**config.mk**
```make
export PLATFORM = sky130hd
export DESIGN_NAME = hazard_ctrl
export DESIGN_NICKNAME = d
export VERILOG_FILES = /design/src/rtl/hazard_pkg.sv /design/src/rtl/hazard_ctrl_mem_wait_fsm.sv /design/src/rtl/hazard_ctrl.sv
export SDC_FILE = /design/constraint.sdc
export NUM_CORES = 1
export LEC_CHECK = 0
export BUFFER_PORTS_ARGS = -buffer_cell sky130_fd_sc_hd__buf_4
export CORE_MARGIN = 2
export CORE_UTILIZATION = 30
export CTS_CLUSTER_DIAMETER = 120
export CTS_CLUSTER_SIZE = 28
export DETAILED_ROUTE_END_ITERATION = 8
export GPL_TIMING_DRIVEN = 1
export PLACE_DENSITY = 0.67
export SYNTH_ARGS = -nofsm -noshare
export SYNTH_HDL_FRONTEND = slang
export SYNTH_HIERARCHICAL = 1
export SYNTH_SLANG_ARGS = --single-unit
```
**constraint.sdc**
```tcl
create_clock -name clk -period 2 [get_ports clk]
set_clock_uncertainty 0.15 [all_clocks]
set_input_delay 0.2 -clock clk [delete_from_list [all_inputs] [get_ports clk]]
set_output_delay 0.2 -clock clk [all_outputs]
set_load 0.01 [all_outputs]
```
**src/rtl/hazard_pkg.sv**
```systemverilog
// Shared types and helpers for the pipeline hazard controller.
package hazard_pkg;

  typedef enum logic [1:0] {
    FWD_RF = 2'b00,
    FWD_W  = 2'b01,
    FWD_M  = 2'b10
  } fwd_sel_t;

  typedef enum logic [1:0] {
    MS_IDLE  = 2'd0,
    MS_WAIT  = 2'd1,
    MS_FAULT = 2'd2
  } mem_state_t;

  localparam int unsigned CNT_MAX_W = 64;

  // Saturating increment for counters up to CNT_MAX_W bits wide; w is the live width.
  function automatic logic [CNT_MAX_W-1:0] cnt_next(input logic [CNT_MAX_W-1:0] cnt,
                                                    input logic inc,
                                                    input int unsigned w);
    logic [CNT_MAX_W-1:0] max_v;
    max_v = (w >= CNT_MAX_W) ? '1 : ((64'd1 << w) - 64'd1);
    if (inc && (cnt != max_v)) cnt_next = cnt + 64'd1;
    else                       cnt_next = cnt;
  endfunction

endpackage

```
**src/rtl/hazard_ctrl_mem_wait_fsm.sv**
```systemverilog
// Data-memory wait-state tracker: stalls M while memory is busy, latches a
// sticky fault when one access waits past MEM_TIMEOUT cycles.
//
// state    | meaning
// MS_IDLE  | no access outstanding, or a zero-wait access completing
// MS_WAIT  | access held in M, counting wait cycles
// MS_FAULT | timeout seen; pipeline frozen until reset
module mem_wait_fsm
  import hazard_pkg::*;
#(
  parameter int MEM_TIMEOUT = 16
) (
  input  logic clk,
  input  logic reset,
  input  logic MemReqM,
  input  logic MemReadyM,
  output logic mem_stall,
  output logic mem_fault
);

  localparam int CW = $clog2(MEM_TIMEOUT + 1);

  mem_state_t    state_q, state_d;
  logic [CW-1:0] cnt_q, cnt_d;

  always_ff @(posedge clk) begin
    if (reset) begin
      state_q <= MS_IDLE;
      cnt_q   <= '0;
    end else begin
      state_q <= state_d;
      cnt_q   <= cnt_d;
    end
  end

  always_comb begin
    state_d   = state_q;
    cnt_d     = cnt_q;
    mem_stall = 1'b0;
    case (state_q)
      MS_IDLE: begin
        if (MemReqM && !MemReadyM) begin
          state_d   = MS_WAIT;
          cnt_d     = CW'(1);
          mem_stall = 1'b1;
        end
      end
      MS_WAIT: begin
        if (MemReadyM) begin
          state_d = MS_IDLE;
          cnt_d   = '0;
        end else begin
          mem_stall = 1'b1;
          if (cnt_q == CW'(MEM_TIMEOUT)) state_d = MS_FAULT;
          else                           cnt_d   = cnt_q + CW'(1);
        end
      end
      MS_FAULT: mem_stall = 1'b1;
      default:  state_d   = MS_IDLE;
    endcase
  end

  assign mem_fault = (state_q == MS_FAULT);

endmodule

```
**src/rtl/hazard_ctrl.sv**
```systemverilog
// Pipeline hazard controller: forwarding selects, stall/flush generation and
// memory wait handling. Define HAZARD_PERF_EN to build the performance counters.
module hazard_ctrl
  import hazard_pkg::*;
#(
  parameter int MEM_TIMEOUT = 16,
  parameter int CNT_W       = 32
) (
  input  logic             clk,
  input  logic             reset,
  input  logic             Match_1E_M,
  input  logic             Match_1E_W,
  input  logic             Match_2E_M,
  input  logic             Match_2E_W,
  input  logic             Match_12D_E,
  input  logic             RegWriteM,
  input  logic             RegWriteW,
  input  logic             MemtoRegE,
  input  logic             PCWrPendingF,
  input  logic             PCSrcW,
  input  logic             BranchTakenE,
  input  logic             MemReqM,
  input  logic             MemReadyM,
  output logic [1:0]       ForwardAE,
  output logic [1:0]       ForwardBE,
  output logic             StallF,
  output logic             StallD,
  output logic             StallE,
  output logic             StallM,
  output logic             FlushD,
  output logic             FlushE,
  output logic             FlushW,
  output logic             MemFault,
  output logic [CNT_W-1:0] LdUseCnt,
  output logic [CNT_W-1:0] MemWaitCnt,
  output logic [CNT_W-1:0] FlushCnt
);

  logic ld_use, mem_stall, mem_fault;

  mem_wait_fsm #(.MEM_TIMEOUT(MEM_TIMEOUT)) u_mem_wait (
    .clk       (clk),
    .reset     (reset),
    .MemReqM   (MemReqM),
    .MemReadyM (MemReadyM),
    .mem_stall (mem_stall),
    .mem_fault (mem_fault)
  );

  assign ld_use = Match_12D_E & MemtoRegE;

  always_comb begin
    ForwardAE = FWD_RF;
    ForwardBE = FWD_RF;
    StallF    = 1'b0;
    StallD    = 1'b0;
    StallE    = 1'b0;
    StallM    = 1'b0;
    FlushD    = 1'b0;
    FlushE    = 1'b0;
    FlushW    = 1'b0;
    MemFault  = 1'b0;
    if (reset) begin
      FlushD = 1'b1;
      FlushE = 1'b1;
      FlushW = 1'b1;
    end else begin
      if (Match_1E_M && RegWriteM)      ForwardAE = FWD_M;
      else if (Match_1E_W && RegWriteW) ForwardAE = FWD_W;
      if (Match_2E_M && RegWriteM)      ForwardBE = FWD_M;
      else if (Match_2E_W && RegWriteW) ForwardBE = FWD_W;
      MemFault = mem_fault;
      // A memory stall freezes everything upstream of W; branch and load-use
      // flushes wait until release so the held instructions survive.
      if (mem_stall) begin
        StallF = 1'b1;
        StallD = 1'b1;
        StallE = 1'b1;
        StallM = 1'b1;
        FlushW = 1'b1;
      end else begin
        StallF = ld_use | PCWrPendingF;
        StallD = ld_use;
        FlushD = PCWrPendingF | PCSrcW | BranchTakenE;
        FlushE = ld_use | BranchTakenE;
      end
    end
  end

`ifdef HAZARD_PERF_EN
  logic [CNT_W-1:0] ld_use_cnt_q, mem_wait_cnt_q, flush_cnt_q;

  always_ff @(posedge clk) begin
    if (reset) begin
      ld_use_cnt_q   <= '0;
      mem_wait_cnt_q <= '0;
      flush_cnt_q    <= '0;
    end else begin
      ld_use_cnt_q   <= CNT_W'(cnt_next(CNT_MAX_W'(ld_use_cnt_q), ld_use & ~mem_stall, CNT_W));
      mem_wait_cnt_q <= CNT_W'(cnt_next(CNT_MAX_W'(mem_wait_cnt_q), mem_stall, CNT_W));
      flush_cnt_q    <= CNT_W'(cnt_next(CNT_MAX_W'(flush_cnt_q), FlushD & ~mem_stall, CNT_W));
    end
  end

  assign LdUseCnt   = ld_use_cnt_q;
  assign MemWaitCnt = mem_wait_cnt_q;
  assign FlushCnt   = flush_cnt_q;
`else
  assign LdUseCnt   = '0;
  assign MemWaitCnt = '0;
  assign FlushCnt   = '0;
`endif

endmodule

```
* Word-level counts from Yosys, hierarchy flattened
Cells that the tools add are included.
Operators by class: $add $sub $neg 1, equality and inequality tests 6, multiplexer cells 29, bitwise logic cells 6, reduce and logical (&&, ||, !) cells 10
Operators by type and width (number):
- $mux 1 | 16
- $mux 5 | 3
- $mux 2 | 7
- $pmux 5 s2 | 1
- $pmux 2 s3 | 1
- $reduce_and 3->1 | 2
- $add 5x1->5 const B | 1
- $eq 5x5->1 const B | 1
- $logic_and 1x1->1 | 5
- $or 1x1->1 | 4
- $ne 3x2->1 const B | 1
- $ne 3x3->1 const B | 1
- $pmux 1 s3 | 1
- $eq 2x1->1 const B | 1
- $eq 2x2->1 const B | 1
- $logic_not 2->1 | 1
- $ne 2x1->1 const B | 1
- $reduce_bool 2->1 | 1
- $and 1x1->1 | 1
- $logic_not 1->1 | 1
- $not 1->1 | 1
Word-level totals: register bits after elaboration 7, bits of input ports 15, word-level logic and storage cells 54

* Logic depth before layout (Yosys ltp)
word-level depth 6, gate-level depth with buffers 6, gate-level depth less buffers 5

* Modules after synthesis
The synthesis kept the hierarchy.
Modules (own cells, without submodules):
- hazard_ctrl | instances 1, cells each 116, area an instance 843.3 um^2, sequential area each 0.0 um^2
- mem_wait_fsm | instances 1, cells each 50, area an instance 459.2 um^2, sequential area each 140.1 um^2

* Worst setup path before layout
OpenSTA, ideal clock, no wires.
kind register to register, from reg u_mem_wait.cnt_q[0], to reg u_mem_wait.cnt_q[1], setup time 0.072 ns, data arrival time 1.321 ns, required time 1.778 ns, path slack 0.457 ns, cell stages (with the launch flop) 6, buffers on the path 0, period minus slack after synthesis 1.543 ns, cells stage by stage dfxtp_1 inv_1 ha_1 and4bb_4 a221oi_4 mux2i_1
On the way: longest elaborated chain between the ends 4, elaborated cells on any way between the ends 7
RTL lines:
- start: declaration | line hazard_ctrl_mem_wait_fsm.sv:24 | logic [CW-1:0] cnt_q, cnt_d;
- start signal: assignment | line hazard_ctrl_mem_wait_fsm.sv:32 | cnt_q <= cnt_d;
- $add 5x1->5 | line hazard_ctrl_mem_wait_fsm.sv:55 | else cnt_d = cnt_q + CW'(1);
- $mux 5 | line hazard_ctrl_mem_wait_fsm.sv:54 | if (cnt_q == CW'(MEM_TIMEOUT)) state_d = MS_FAULT;
- $mux 5 | line hazard_ctrl_mem_wait_fsm.sv:49 | if (MemReadyM) begin
- $pmux 5 s2 | line hazard_ctrl_mem_wait_fsm.sv:40 | case (state_q)
Parallel ways exist; a longest one is shown, timed or not. The select of a mux whose other input is x is not followed. A chain may end at the register's enable or synchronous reset.

* Worst setup path after layout
from reg u_mem_wait.state_q[0], to out FlushE
On the way: longest elaborated chain between the ends 4, elaborated cells on any way between the ends 6
RTL lines:
- start: declaration | line hazard_ctrl_mem_wait_fsm.sv:23 | mem_state_t state_q, state_d;
- start signal: assignment | line hazard_ctrl_mem_wait_fsm.sv:31 | state_q <= state_d;
- $eq 2x2->1 (tied with other cells) | line hazard_ctrl_mem_wait_fsm.sv:40
- $pmux 1 s3 (*) | line hazard_ctrl_mem_wait_fsm.sv:40
- net mem_stall | line hazard_ctrl.sv:39 | logic ld_use, mem_stall, mem_fault;
- $mux 1 (*) | line hazard_ctrl.sv:75 | if (mem_stall) begin
- $mux 1 (*) | line hazard_ctrl.sv:63 | if (reset) begin
- end: declaration | line hazard_ctrl.sv:31 | output logic FlushE,
The timed path passes the listed nets; every way through them passes the cells marked *.

==> key figures <==
Run status
  – Status: finished, final reports clean

GRT
  – First-pass GRT wire length: 2610 um
  – Vias in the first global route: a little under 600
  – Initial antenna violation count: 0
  – Largest net degree at the start of global routing: 20
  – Grt ovf: 0
  – All-Layer GR Usage: 0.0654

Yosys
  – Adder-cell share of the synthesized area: 0.0192
  – Mapped cell area: 1300 um^2
  – Post-Synth Simple-Gate Area: 0.168
  – Register bit total from synthesis: 7
  – Count of different cell masters after synthesis: 34
  – Yosys warnings: 6
  – Asr flop ratio synth: 0
  – Ranking of synthesized cells by area: buf_4 (56%), dfxtp_1 (11%), a21oi_1 (2.3%)
  – Yosys top cell area share: 0.559
  – Sequential-to-total area share from yosys stat: 0.108
  – Area leader, netlist: buf_4
  – Multiplexer area fraction after synthesis: 0.00768
  – XOR/XNOR share of the synthesized area: 0
  – Cells after Synth: between 150 and 200
  – Top-count cell post-synth: buf_4
  – Synth Area in Compound Gates: 0.106
  – Most used DFF post-synth: dfxtp_1
  – Syn Area/Cell: 7.85 um^2
  – Post-synth EDFFs: 0
  – Largest family of logic cells by synthesized area: buffers and inverters
  – Most frequent cells after synthesis: buf_4 (97), dfxtp_1 (7), a21oi_1 (6), inv_1 (6), nand2_1 (6)

Clock network
  – Clock-pin slew on the worst setup and hold paths: 0.04 ns
  – Clock Tree Root: clkbuf_8
  – Latest clock arrival within the worst-skew pair: 0.23 ns
  – Num CTS Buffers: 3
  – CTS Sinks: 7
  – H-tree depth: 1
  – CTS max path bufs: 2
  – Buffer count from post-CTS setup fixing: 0
  – # resized after CTS: 0
  – CTS tree: built
  – Post-cts hold buffer count: 0

Critical path
  – CP Depth: 6
  – CP top delay family: flip-flops
  – Crit path from: u_mem_wait/state_q[0]
  – Most frequent CP cell: nand2_1
  – R2R cell count: 5
  – Crit Path Max Fanout: 6
  – CP max stage delay: 0.40 ns
  – Worst r2r src: u_mem_wait/cnt_q[0]
  – CP bufs+invs: 2
  – Worst Path Arrival: 1.42 ns
  – Slowest stage cell, crit path: dfxtp_1
  – CP Capture Type: output port
  – RR Endpoint: u_mem_wait/cnt_q[1]
  – R2R Setup Slk: 0.30 ns
  – CP Capture Point: FlushE
  – Worst path cell trace: inv_1, nand2_1, nand2_1, nor2b_2, a21oi_1, buf_4
  – CP startpoint kind: register
  – Worst EP required: 1.65 ns
  – Critical path type: reg -> out

Layout
  – Finished Layout Cells: 242
  – Util after Layout: 0.298
  – Ant diodes: 0
  – Post-route cell area: 1220 um^2
  – Share of layout cells above drive strength 1: 0.203
  – Area Overhead vs Synth: -6.44%
  – Final #Nets: 210

Drt
  – Remaining DRCs: 0
  – DR WL/cell: 8.24 um
  – Detail-routed via count per cell: 3.51
  – Antenna-violating nets left: 0
  – Routed via count: 849
  – 1st-pass router iterations: 4
  – Initial DRC count: 13
  – Post-Route WL: ~2000 um

Floorplanning
  – # IOs: 123
  – Width of the die: 69.9 um
  – Core Region: around 4100 um^2
  – Row count: 23
  – Die H: between 60 and 70 um
  – Starting Density: 0.319
  – Die area: 4880 um^2

Run
  – Max_cap viols: 0

Power
  – Pleak: 0.655 nW
  – VDD IR max: 0.122 mV
  – Power density over the cells: 433 nW/um^2

Placement
  – Pre-CTS setup slack: ~0.33 ns
  – DP Cell Count: 238
  – IO buf count: 26
  – GP Congestion: 0.766
  – Detail Placement HPWL: 1620 um
  – Placed cell area: 1170 um^2

Hold path
  – Hold crit path type: in -> reg
  – Hold path depth: 2

Timing
  – Slew Viols, Final: 0
  – Period minus WS final: 1.77 ns
  – Final hold vios: 0
  – Post-route setup slack: 0.228 ns
  – Fin Setup TNS: 0 ns
  – Period utilization: 0.886
  – RSZ-0062 raised after global routing: false
  – Finish-stage setup viols: 0
  – Max Clk Rate: 564 MHz
[placed cells by master, fill, tap and decap left out, drive strengths merged, types with 4 or more instances in the layout]
master and n:
nand3 4, nor2 4, nand3b 4, buf 26
clkbuf 4, a21oi 6, inv 6, dfxtp 7
conb 96, nand2 6
[stage by stage]
| stage | hold WS, ns | total power, W |
|---|---|---|
| floorplan | 0.248 | 0.000413 |
| global placement | 0.354 | 0.000323 |
| detailed placement | 0.357 | 0.000324 |
| CTS | 0.128 | 0.000527 |
| global route | 0.157 | 0.000554 |
| finish | 0.118 | 0.000528 |
[cell families after synthesis]
kind of cell | count (synthesis)
AOI/OAI and AO/OA | 18
and+or+nand+nor | 32
other | 1
buffers and inverters | 105
muxes | 1
adders and majority gates | 2
DFF | 7
[layer usage]
metal | routed length, um | vias up | track usage
li1 | - | 404 | -
met1 | 647 | 380 | 0.0624
met2 | 1100 | 61 | 0.126
met3 | 195 | 4 | 0.00433
met4 | 51 | 0 | 0.0534
met5 | 0 | - | 0
[worst min-delay path by stage]
stage / start / end / slack [ns]
after floorplan: MemReadyM / u_mem_wait/state_q[1] / 0.25
after detailed placement: u_mem_wait/cnt_q[4] / u_mem_wait/cnt_q[4] / 0.36
after global routing: reset / u_mem_wait/state_q[1] / 0.16
after global placement: u_mem_wait/cnt_q[4] / u_mem_wait/cnt_q[4] / 0.35
final: reset / u_mem_wait/state_q[1] / 0.12
after CTS: reset / u_mem_wait/state_q[1] / 0.13
[registers in the layout (all words and copies together) (netlist names)]
| register | flops |
|---|---|
| u_mem_wait/cnt_q | 5 |
| u_mem_wait/state_q | 2 |
[area by class of cell]
type                    instances  area [um^2]
repair buffers                 26          195
fillers                       454         2870
flip-flops and latches          7          141
well taps                      50         62.6
clock buffers                   4         45.0
multi-input cells             149          752
inverters                       6         22.5
[where the power goes]
group	switching (W)	internal, W	total (W)
sequential	0.00000422	0.000143	0.000147
clock	0.0000639	0.000138	0.000202
combinational	0.000125	0.0000536	0.000179
(Power assumes the default switching activity.)
